==> src/rtl/sram_arb_pkg.sv <==
// -----------------------------------------------------------------------------
// sram_arb_pkg
// Shared types and constants for the two-requester arbiter/sequencer that sits
// in front of one 16-bit x 256-word single-port OpenRAM macro.
//   - arb_state_e : sequencer state (zero-fill, then normal arbitration)
//   - owner_e     : which requester issued a read
//   - SRAM_DW / SRAM_AW : macro word and address widths
//   - SRAM_RD_LAT : cycles from read grant to the read-data strobe
// -----------------------------------------------------------------------------
package sram_arb_pkg;

    localparam int SRAM_DW     = 16;
    localparam int SRAM_AW     = 8;
    localparam int SRAM_RD_LAT = 2;

    typedef enum logic {
        INIT = 1'b0,
        RUN  = 1'b1
    } arb_state_e;

    typedef enum logic {
        OWN_A = 1'b0,
        OWN_B = 1'b1
    } owner_e;

endpackage : sram_arb_pkg

==> src/rtl/sram_rd_tag_pipe.sv <==
// -----------------------------------------------------------------------------
// sram_rd_tag_pipe
// Valid+owner shift register that follows each read from grant to data return.
// A tag is pushed in the grant cycle and advances one stage per clock.
//   clk0, rst        : clock, asynchronous active-high reset (clears all valids)
//   push_valid       : a read was granted this cycle
//   push_owner       : requester that owns that read
//   cap_valid/owner  : tag in the second-to-last stage; the macro's dout is
//                      valid for this tag, so the parent captures it now
//   out_valid/owner  : tag in the last stage; this is the read-data strobe
// DEPTH must be at least 2.
// -----------------------------------------------------------------------------
module sram_rd_tag_pipe
    import sram_arb_pkg::*;
#(
    parameter int DEPTH = SRAM_RD_LAT
)
(
    input  logic   clk0,
    input  logic   rst,
    input  logic   push_valid,
    input  owner_e push_owner,
    output logic   cap_valid,
    output owner_e cap_owner,
    output logic   out_valid,
    output owner_e out_owner
);

    logic [DEPTH-1:0] valid_r;
    owner_e           owner_r [DEPTH];

    // Shift the valid/owner tags one stage per cycle; reset drops every tag.
    always_ff @(posedge clk0 or posedge rst) begin
        if (rst) begin
            valid_r <= {DEPTH{1'b0}};
            for (int i = 0; i < DEPTH; i++) begin
                owner_r[i] <= OWN_A;
            end
        end else begin
            valid_r    <= {valid_r[DEPTH-2:0], push_valid};
            owner_r[0] <= push_owner;
            for (int i = 1; i < DEPTH; i++) begin
                owner_r[i] <= owner_r[i-1];
            end
        end
    end

    assign cap_valid = valid_r[DEPTH-2];
    assign cap_owner = owner_r[DEPTH-2];
    assign out_valid = valid_r[DEPTH-1];
    assign out_owner = owner_r[DEPTH-1];

endmodule : sram_rd_tag_pipe

==> src/rtl/sram_arb_16_256.sv <==
// -----------------------------------------------------------------------------
// sram_arb_16_256
// Arbiter and sequencer for one single-RW-port 16x256 OpenRAM macro used as a
// DNN layer buffer. After reset it zero-fills the whole macro, then grants the
// port to requester A or B each cycle and returns registered read data tagged
// to the requester that issued the read (2 cycles after the grant).
//
// Build option:
//   SRAM_ARB_RR_EN defined   : round-robin on conflicts (1-bit pointer)
//   SRAM_ARB_RR_EN undefined : fixed priority, A always wins a conflict
//
// Ports:
//   clk0                : clock (also clocks the macro)
//   rst                 : asynchronous active-high reset
//   a_req/a_we/a_addr/a_wdata : requester A access (we=1 write, 0 read)
//   a_gnt               : combinational accept for A this cycle
//   a_rvalid/a_rdata    : registered read-data strobe and data for A
//   b_*                 : same set for requester B
//   sram_csb0/web0/addr0/din0 : macro control/address/data (csb/web active low)
//   sram_dout0          : macro read data
//   init_done           : high once the zero-fill has finished
// -----------------------------------------------------------------------------
module sram_arb_16_256
    import sram_arb_pkg::*;
#(
    parameter int DATA_WIDTH = SRAM_DW,
    parameter int ADDR_WIDTH = SRAM_AW
)
(
    input  logic                  clk0,
    input  logic                  rst,

    input  logic                  a_req,
    input  logic                  a_we,
    input  logic [ADDR_WIDTH-1:0] a_addr,
    input  logic [DATA_WIDTH-1:0] a_wdata,
    output logic                  a_gnt,
    output logic                  a_rvalid,
    output logic [DATA_WIDTH-1:0] a_rdata,

    input  logic                  b_req,
    input  logic                  b_we,
    input  logic [ADDR_WIDTH-1:0] b_addr,
    input  logic [DATA_WIDTH-1:0] b_wdata,
    output logic                  b_gnt,
    output logic                  b_rvalid,
    output logic [DATA_WIDTH-1:0] b_rdata,

    output logic                  sram_csb0,
    output logic                  sram_web0,
    output logic [ADDR_WIDTH-1:0] sram_addr0,
    output logic [DATA_WIDTH-1:0] sram_din0,
    input  logic [DATA_WIDTH-1:0] sram_dout0,

    output logic                  init_done
);

    localparam logic [ADDR_WIDTH-1:0] CNT_LAST = {ADDR_WIDTH{1'b1}};
    localparam logic [ADDR_WIDTH-1:0] CNT_ONE  = {{(ADDR_WIDTH-1){1'b0}}, 1'b1};

    arb_state_e            state_r;
    arb_state_e            state_nxt_s;
    logic [ADDR_WIDTH-1:0] cnt_r;
    logic                  init_done_r;

    logic                  contend_s;
    logic                  a_wins_s;
    logic                  a_gnt_s;
    logic                  b_gnt_s;

    logic                  sram_csb_s;
    logic                  sram_web_s;
    logic [ADDR_WIDTH-1:0] sram_addr_s;
    logic [DATA_WIDTH-1:0] sram_din_s;
    logic [ADDR_WIDTH-1:0] addr_last_r;
    logic [DATA_WIDTH-1:0] din_last_r;

    logic                  rd_push_s;
    owner_e                rd_owner_s;
    logic                  cap_valid_s;
    owner_e                cap_owner_s;
    logic                  out_valid_s;
    owner_e                out_owner_s;

    logic [DATA_WIDTH-1:0] a_rdata_r;
    logic [DATA_WIDTH-1:0] b_rdata_r;

    // -------------------------------------------------------------------------
    // Sequencer: INIT sweeps every address once, then RUN forever.
    // -------------------------------------------------------------------------

    // Next-state logic: leave INIT right after the last address is issued.
    always_comb begin
        state_nxt_s = state_r;
        case (state_r)
            INIT: begin
                if (cnt_r == CNT_LAST) begin
                    state_nxt_s = RUN;
                end else begin
                    state_nxt_s = INIT;
                end
            end
            RUN: begin
                state_nxt_s = RUN;
            end
            default: begin
                state_nxt_s = INIT;
            end
        endcase
    end

    // State register, fill counter and the init_done flag.
    always_ff @(posedge clk0 or posedge rst) begin
        if (rst) begin
            state_r     <= INIT;
            cnt_r       <= {ADDR_WIDTH{1'b0}};
            init_done_r <= 1'b0;
        end else begin
            state_r     <= state_nxt_s;
            init_done_r <= (state_nxt_s == RUN);
            if (state_r == INIT) begin
                cnt_r <= cnt_r + CNT_ONE;
            end
        end
    end

    // -------------------------------------------------------------------------
    // Arbitration
    // -------------------------------------------------------------------------
    assign contend_s = (state_r == RUN) && a_req && b_req;

`ifdef SRAM_ARB_RR_EN
    owner_e rr_ptr_r;

    // Round-robin pointer: after a contended grant it names the loser.
    always_ff @(posedge clk0 or posedge rst) begin
        if (rst) begin
            rr_ptr_r <= OWN_A;
        end else if (contend_s) begin
            rr_ptr_r <= a_wins_s ? OWN_B : OWN_A;
        end
    end

    assign a_wins_s = (rr_ptr_r == OWN_A);
`else
    assign a_wins_s = 1'b1;
`endif

    // Grant decode; nothing is granted while the fill is running.
    always_comb begin
        a_gnt_s = 1'b0;
        b_gnt_s = 1'b0;
        if (state_r == RUN) begin
            a_gnt_s = a_req && (!b_req || a_wins_s);
            b_gnt_s = b_req && (!a_req || !a_wins_s);
        end else begin
            a_gnt_s = 1'b0;
            b_gnt_s = 1'b0;
        end
    end

    // -------------------------------------------------------------------------
    // Macro port mux. When idle the address/data lines hold their last value
    // so the macro inputs do not toggle needlessly.
    // -------------------------------------------------------------------------

    // Drive the macro from the fill counter or the granted requester.
    always_comb begin
        sram_csb_s  = 1'b1;
        sram_web_s  = 1'b1;
        sram_addr_s = addr_last_r;
        sram_din_s  = din_last_r;
        rd_push_s   = 1'b0;
        rd_owner_s  = OWN_A;
        case (state_r)
            INIT: begin
                sram_csb_s  = 1'b0;
                sram_web_s  = 1'b0;
                sram_addr_s = cnt_r;
                sram_din_s  = {DATA_WIDTH{1'b0}};
            end
            RUN: begin
                if (a_gnt_s) begin
                    sram_csb_s  = 1'b0;
                    sram_web_s  = ~a_we;
                    sram_addr_s = a_addr;
                    sram_din_s  = a_wdata;
                    rd_push_s   = ~a_we;
                    rd_owner_s  = OWN_A;
                end else if (b_gnt_s) begin
                    sram_csb_s  = 1'b0;
                    sram_web_s  = ~b_we;
                    sram_addr_s = b_addr;
                    sram_din_s  = b_wdata;
                    rd_push_s   = ~b_we;
                    rd_owner_s  = OWN_B;
                end else begin
                    sram_csb_s  = 1'b1;
                    sram_web_s  = 1'b1;
                end
            end
            default: begin
                sram_csb_s = 1'b1;
                sram_web_s = 1'b1;
            end
        endcase
    end

    // Remember the last driven address/data for idle cycles.
    always_ff @(posedge clk0 or posedge rst) begin
        if (rst) begin
            addr_last_r <= {ADDR_WIDTH{1'b0}};
            din_last_r  <= {DATA_WIDTH{1'b0}};
        end else begin
            addr_last_r <= sram_addr_s;
            din_last_r  <= sram_din_s;
        end
    end

    // -------------------------------------------------------------------------
    // Read return path
    // -------------------------------------------------------------------------
    sram_rd_tag_pipe #(
        .DEPTH      (SRAM_RD_LAT)
    ) u_tag_pipe (
        .clk0       (clk0),
        .rst        (rst),
        .push_valid (rd_push_s),
        .push_owner (rd_owner_s),
        .cap_valid  (cap_valid_s),
        .cap_owner  (cap_owner_s),
        .out_valid  (out_valid_s),
        .out_owner  (out_owner_s)
    );

    // Capture the macro output into the owner's data register; the other
    // requester's data register keeps its value.
    always_ff @(posedge clk0 or posedge rst) begin
        if (rst) begin
            a_rdata_r <= {DATA_WIDTH{1'b0}};
            b_rdata_r <= {DATA_WIDTH{1'b0}};
        end else if (cap_valid_s) begin
            if (cap_owner_s == OWN_A) begin
                a_rdata_r <= sram_dout0;
            end else begin
                b_rdata_r <= sram_dout0;
            end
        end
    end

    assign a_gnt      = a_gnt_s;
    assign b_gnt      = b_gnt_s;
    assign a_rvalid   = out_valid_s && (out_owner_s == OWN_A);
    assign b_rvalid   = out_valid_s && (out_owner_s == OWN_B);
    assign a_rdata    = a_rdata_r;
    assign b_rdata    = b_rdata_r;
    assign sram_csb0  = sram_csb_s;
    assign sram_web0  = sram_web_s;
    assign sram_addr0 = sram_addr_s;
    assign sram_din0  = sram_din_s;
    assign init_done  = init_done_r;

endmodule : sram_arb_16_256

==> config.mk <==
export PLATFORM = sky130hd
export DESIGN_NAME = sram_arb_16_256
export DESIGN_NICKNAME = d
export VERILOG_FILES = /design/src/rtl/sram_arb_pkg.sv /design/src/rtl/sram_rd_tag_pipe.sv /design/src/rtl/sram_arb_16_256.sv
export SDC_FILE = /design/constraint.sdc
export NUM_CORES = 1
export LEC_CHECK = 0
export BUFFER_PORTS_ARGS = -buffer_cell sky130_fd_sc_hd__clkbuf_2
export CAP_MARGIN = 20
export CORE_MARGIN = 2
export CORE_UTILIZATION = 25
export CTS_CLUSTER_SIZE = 10
export DETAILED_ROUTE_END_ITERATION = 12
export GPL_TIMING_DRIVEN = 0
export HOLD_SLACK_MARGIN = 0.12
export SYNTH_ARGS = -nofsm -noshare
export SYNTH_HDL_FRONTEND = slang
export SYNTH_SLANG_ARGS = --single-unit
==> constraint.sdc <==
create_clock -name clk0 -period 2.4 [get_ports clk0]
set_input_delay 0.12 -clock clk0 [delete_from_list [all_inputs] [get_ports clk0]]
set_output_delay 0.12 -clock clk0 [all_outputs]
set_load 0.01 [all_outputs]
After elaboration in Yosys (flattened, before gate mapping)

Cells that the tools add are included.

Bits in registers: 69
Input bits: 70
Output and inout port bits: 63
Word-level logic and storage cells: 44

Add/subtract/negate cells: 1
Equal/unequal tests: 1
Multiplexer cells: 22
Bitwise gates (word level): 5
Reduce and logical (&&, ||, !) cells: 6

Operator list:

| kind                  | number |
|---|---|
| $mux W16              | 2 |
| $pmux W16 S2          | 1 |
| $mux W8               | 2 |
| $pmux W8 S2           | 1 |
| $mux W1               | 13 |
| $add A8 B1 Y8 const B | 1 |
| $eq A8 B8 Y1 const B  | 1 |
| $pmux W1 S2           | 3 |
| $not A1 Y1            | 5 |
| $reduce_and A2 Y1     | 2 |
| $logic_and A1 B1 Y1   | 3 |
| $logic_not A1 Y1      | 1 |

Longest topological paths before layout

Word-level depth: 6
Depth in mapped cells: 6
Depth with buffers taken out: 4

Hierarchy

Synthesis repeated with hierarchy kept, for this count alone.

Cell total of the unflattened synthesis: 257
Area total of the unflattened synthesis: 3118.0 sq um

By module, submodules not included:

| module           | instances | cells each | area an instance (sq um) | sequential area each (sq um) |
|---|---|---|---|---|
| sram_arb_16_256  | 1         | 252        | 3014.1                   | 1626.6 |
| sram_rd_tag_pipe | 1         | 5          | 103.8                    | 100.1 |

Worst setup path before layout

No wires, ideal clock.

Path kind: register -> register
Start point: register, netlist name init_done
End point: register addr_last_r[5]
Arrival time: 1.080 ns
Path slack: 1.193 ns
Stages on the path, launching flop included: 5
Buffers on the path: 2
Cells stage by stage: dfrtp_1 > buf_2 > buf_2 > o21ai_0 > o22ai_1

RTL lines:

| item                 | RTL line               | text |
|---|---|---|
| end signal, assigned | sram_arb_16_256.sv:212 | `addr_last_r <= {ADDR_WIDTH{1'b0}};` |
| end signal, assigned | sram_arb_16_256.sv:215 | `addr_last_r <= sram_addr_s;` |
| end, declared        | sram_arb_16_256.sv:75  | `logic [ADDR_WIDTH-1:0] addr_last_r;` |

==> results.tsv <==
stage	metric	value	unit
yosys	ys flop type	dfrtp_1	
die	core box area	12060	sq um
die	Placement Rows	40	
die	Die W	115.6	um
drt	Total Wirelength	8.637	mm
clock_tree	Worst-path clk slew	50	ps
worst_hold_path	Hold WC Path Type	in2reg	
cells_and_area	ant diodes	0	
die	initial core utilization	0.2582	
power_and_ir_drop	peak supply drop	0.2706	mV
timing	Max Freq	0.5516	GHz
timing	Least-Margin Pin Slew	865.7	ps
die	Die ar.	13370	sq um
yosys	Avg Synthesized Cell Area	12.16	sq um
yosys	Synth Net Count	327	
timing	Final setup viols	0	
cells_and_area	most common cell after layout, fill and taps aside	clkbuf_2	
cells_and_area	layout cells sized above 1	0.4862	
timing	Slew Viols, Final	0	
yosys	ys async rst share	1.000	
worst_setup_path	crit path DAT	1690	ps
clock_tree	Sink Count	69	
clock_tree	Clk Latency, worst-skew pair	330	ps
worst_setup_path	crit path capture type	output pin	
power_and_ir_drop	leakage power	2.263	nW
timing	Slew headroom	0.4229	
worst_setup_path	startpoint types	flop	
drt	DRC	0	
timing	Tcrit/Tclk final	0.7554	
grt	vias in the first global route	2644	
cells_and_area	Non-Filler Instances	604	
place	IO Port Bufs	130	
timing	RSZ-0062 raised after global routing	false	
timing	clk_skew	3.905	ps
yosys	Netlist cell types	32	
grt	first-pass GRT wire length	13.32	mm
grt	initial antenna violation count	0	
clock_tree	CTS tree	built	
cells_and_area	most frequent cells in the layout	130 x clkbuf_2, 69 x dfrtp_1, 39 x mux2_2	
yosys	post-synthesis sequential area ratio	0.5544	
yosys	Synthesis Warnings	0	
yosys	synthesized area	3114	sq um
grt	largest net degree at the start of global routing	70	
run_status	status	completed	
place	post-DP HPWL	6.024	mm
cells_and_area	FILL cells	1196	
drt	via count	2582	
worst_setup_path	crit path kind	reg2out	
die	IO Pins	133	
clock_tree	CTS Buffer Depth	2	
timing	Hold Vio Cnt, Final	0	
worst_setup_path	crit-path max FO	10	
flow_run	Max Cap Viol	0	
drt	antenna viol nets, final	0	
power_and_ir_drop	final total power	2.764	mW
timing	Final min period	1813	ps
clock_tree	TritonCTS buffer count	9	
grt	global route overflow	0	
drt	routed vias/inst	4.275	
cells_and_area	Synth-to-Final Area Change	47.61	%
die	die height	115.6	um
place	RD Place Congestion	0.7441	
power_and_ir_drop	power per cell area	601.4	nW/um^2
worst_setup_path	Req. time, crit path	2280	ps
grt	Tot GR Track Use	0.1331	
drt	DRT Pass-1 Iters	4	
drt	WL/cell	14.30	um
cells_and_area	Layout Nets	502	
yosys	Post-synth EDFFs	0	
clock_tree	Root Driver	clkbuf_16	
drt	drt first-iter violations	76	
yosys	cell count after synthesis	256	
yosys	register bit total from synthesis	69	
place	placed insts	554	
clock_tree	total number of H-tree levels	3	
-- path summary, 6_finish.rpt --
path / from / endpoint / slack (ps) / depth (start not counted)
worst min register to register: u_tag_pipe.valid_r[0] / u_tag_pipe.valid_r[1] / 420 / 0
max in group asynchronous: rst / din_last_r[3] / 1320 / 3
worst min-delay path: a_we / u_tag_pipe.valid_r[0] / 130 / 3
min in group asynchronous: rst / a_rdata[5] / 530 / 3
worst max register to register: u_tag_pipe.cap_owner / b_rdata[4] / 1040 / 3
worst max-delay path: init_done / sram_addr0[6] / 590 / 5
-- Yosys cell counts (all sizes together) (2+ instances only) --
master	instances	share of area
o21ai	8	0.013
mux2	49	0.19
nor2b	10	0.020
nand2	36	0.044
a211oi	8	0.019
xnor2	7	0.020
o22ai	5	0.010
nand2b	2	0.0040
o2bb2ai	3	0.0084
inv	9	0.011
clkbuf	2	0.0024
dfrtp	69	0.55
and3	2	0.0040
nor2	2	0.0024
a21oi	18	0.029
nand3	2	0.0032
buf	15	0.044
-- metal layers --
| layer | vias up | GRT usage | wire length, um |
|---|---|---|---|
| met5 | - | 0 | 0 |
| met4 | 0 | 0.06190 | 158 |
| met3 | 10 | 0.03452 | 506 |
| met2 | 89 | 0.2304 | 4291 |
| met1 | 1253 | 0.1541 | 3679 |
| li1 | 1230 | - | - |
-- kinds of logic after synthesis --
family | Yosys count | synth area share
xor+xnor | 7 | 0.01969
mux | 49 | 0.1892
buf+inv | 26 | 0.05745
compound gates | 43 | 0.08237
simple gates | 61 | 0.09282
fa+ha+maj | 1 | 0.004017
flops | 69 | 0.5544
-- critical path, stage by stage, from the launching register on --
cell      delay [ps]
dfrtp_1          380
buf_2            210
buf_2            250
o21ai_0          170
o22ai_1          180
clkbuf_2         170
-- flip-flops by register name, indices dropped and copies added (netlist names) --
signal,cells
a_rdata,16
b_rdata,16
din_last_r,16
addr_last_r,8
cnt_r,8
u_tag_pipe.valid_r,2
init_done,1
u_tag_pipe.cap_owner,1
u_tag_pipe.out_owner,1
-- report_power, final --
part           total [mW]  switching [mW]  internal, mW
clock                1.23           0.484         0.750
combinational       0.310           0.140         0.170
sequential           1.22          0.0192          1.20
-- stage by stage --
step	instance area [sq um]	setup WS [ps]	TNS, ps	hold slack (ps)	util
after detailed placement	3978	914.7	0	358.5	0.3298
after global placement	3975	-318.4	-21570	367.8	0.3296
after global routing	4597	360.5	0	135.0	0.3811
after CTS	4597	548.5	0	121.6	0.3811
final	4597	586.9	0	129.8	0.3811
after floorplan	3114	540.1	0	268.5	-
-- repair_timing --
| action | in CTS | in global routing |
|---|---|---|
| hold endpoints to repair | 118 | 0 |
| hold buffers | 34 | 0 |
| setup buffers | 0 | 0 |
| gates resized for setup | 0 | 0 |
-- cell type report --
| cell class | instances | area [sq um] | area share |
|---|---|---|---|
| plain buffers | 17 | 145.1 | 0.03157 |
| clock buffers | 12 | 256.5 | 0.05580 |
| clock inverters | 4 | 22.52 | 0.004899 |
| inverters | 9 | 36.28 | 0.007893 |
| multi-input cells | 161 | 1209 | 0.2629 |
| flip-flops and latches | 69 | 1727 | 0.3756 |
| well taps | 168 | 210.2 | 0.04573 |
| repair buffers | 164 | 991.0 | 0.2156 |
No activity file was read; power rests on OpenSTA's default activity.
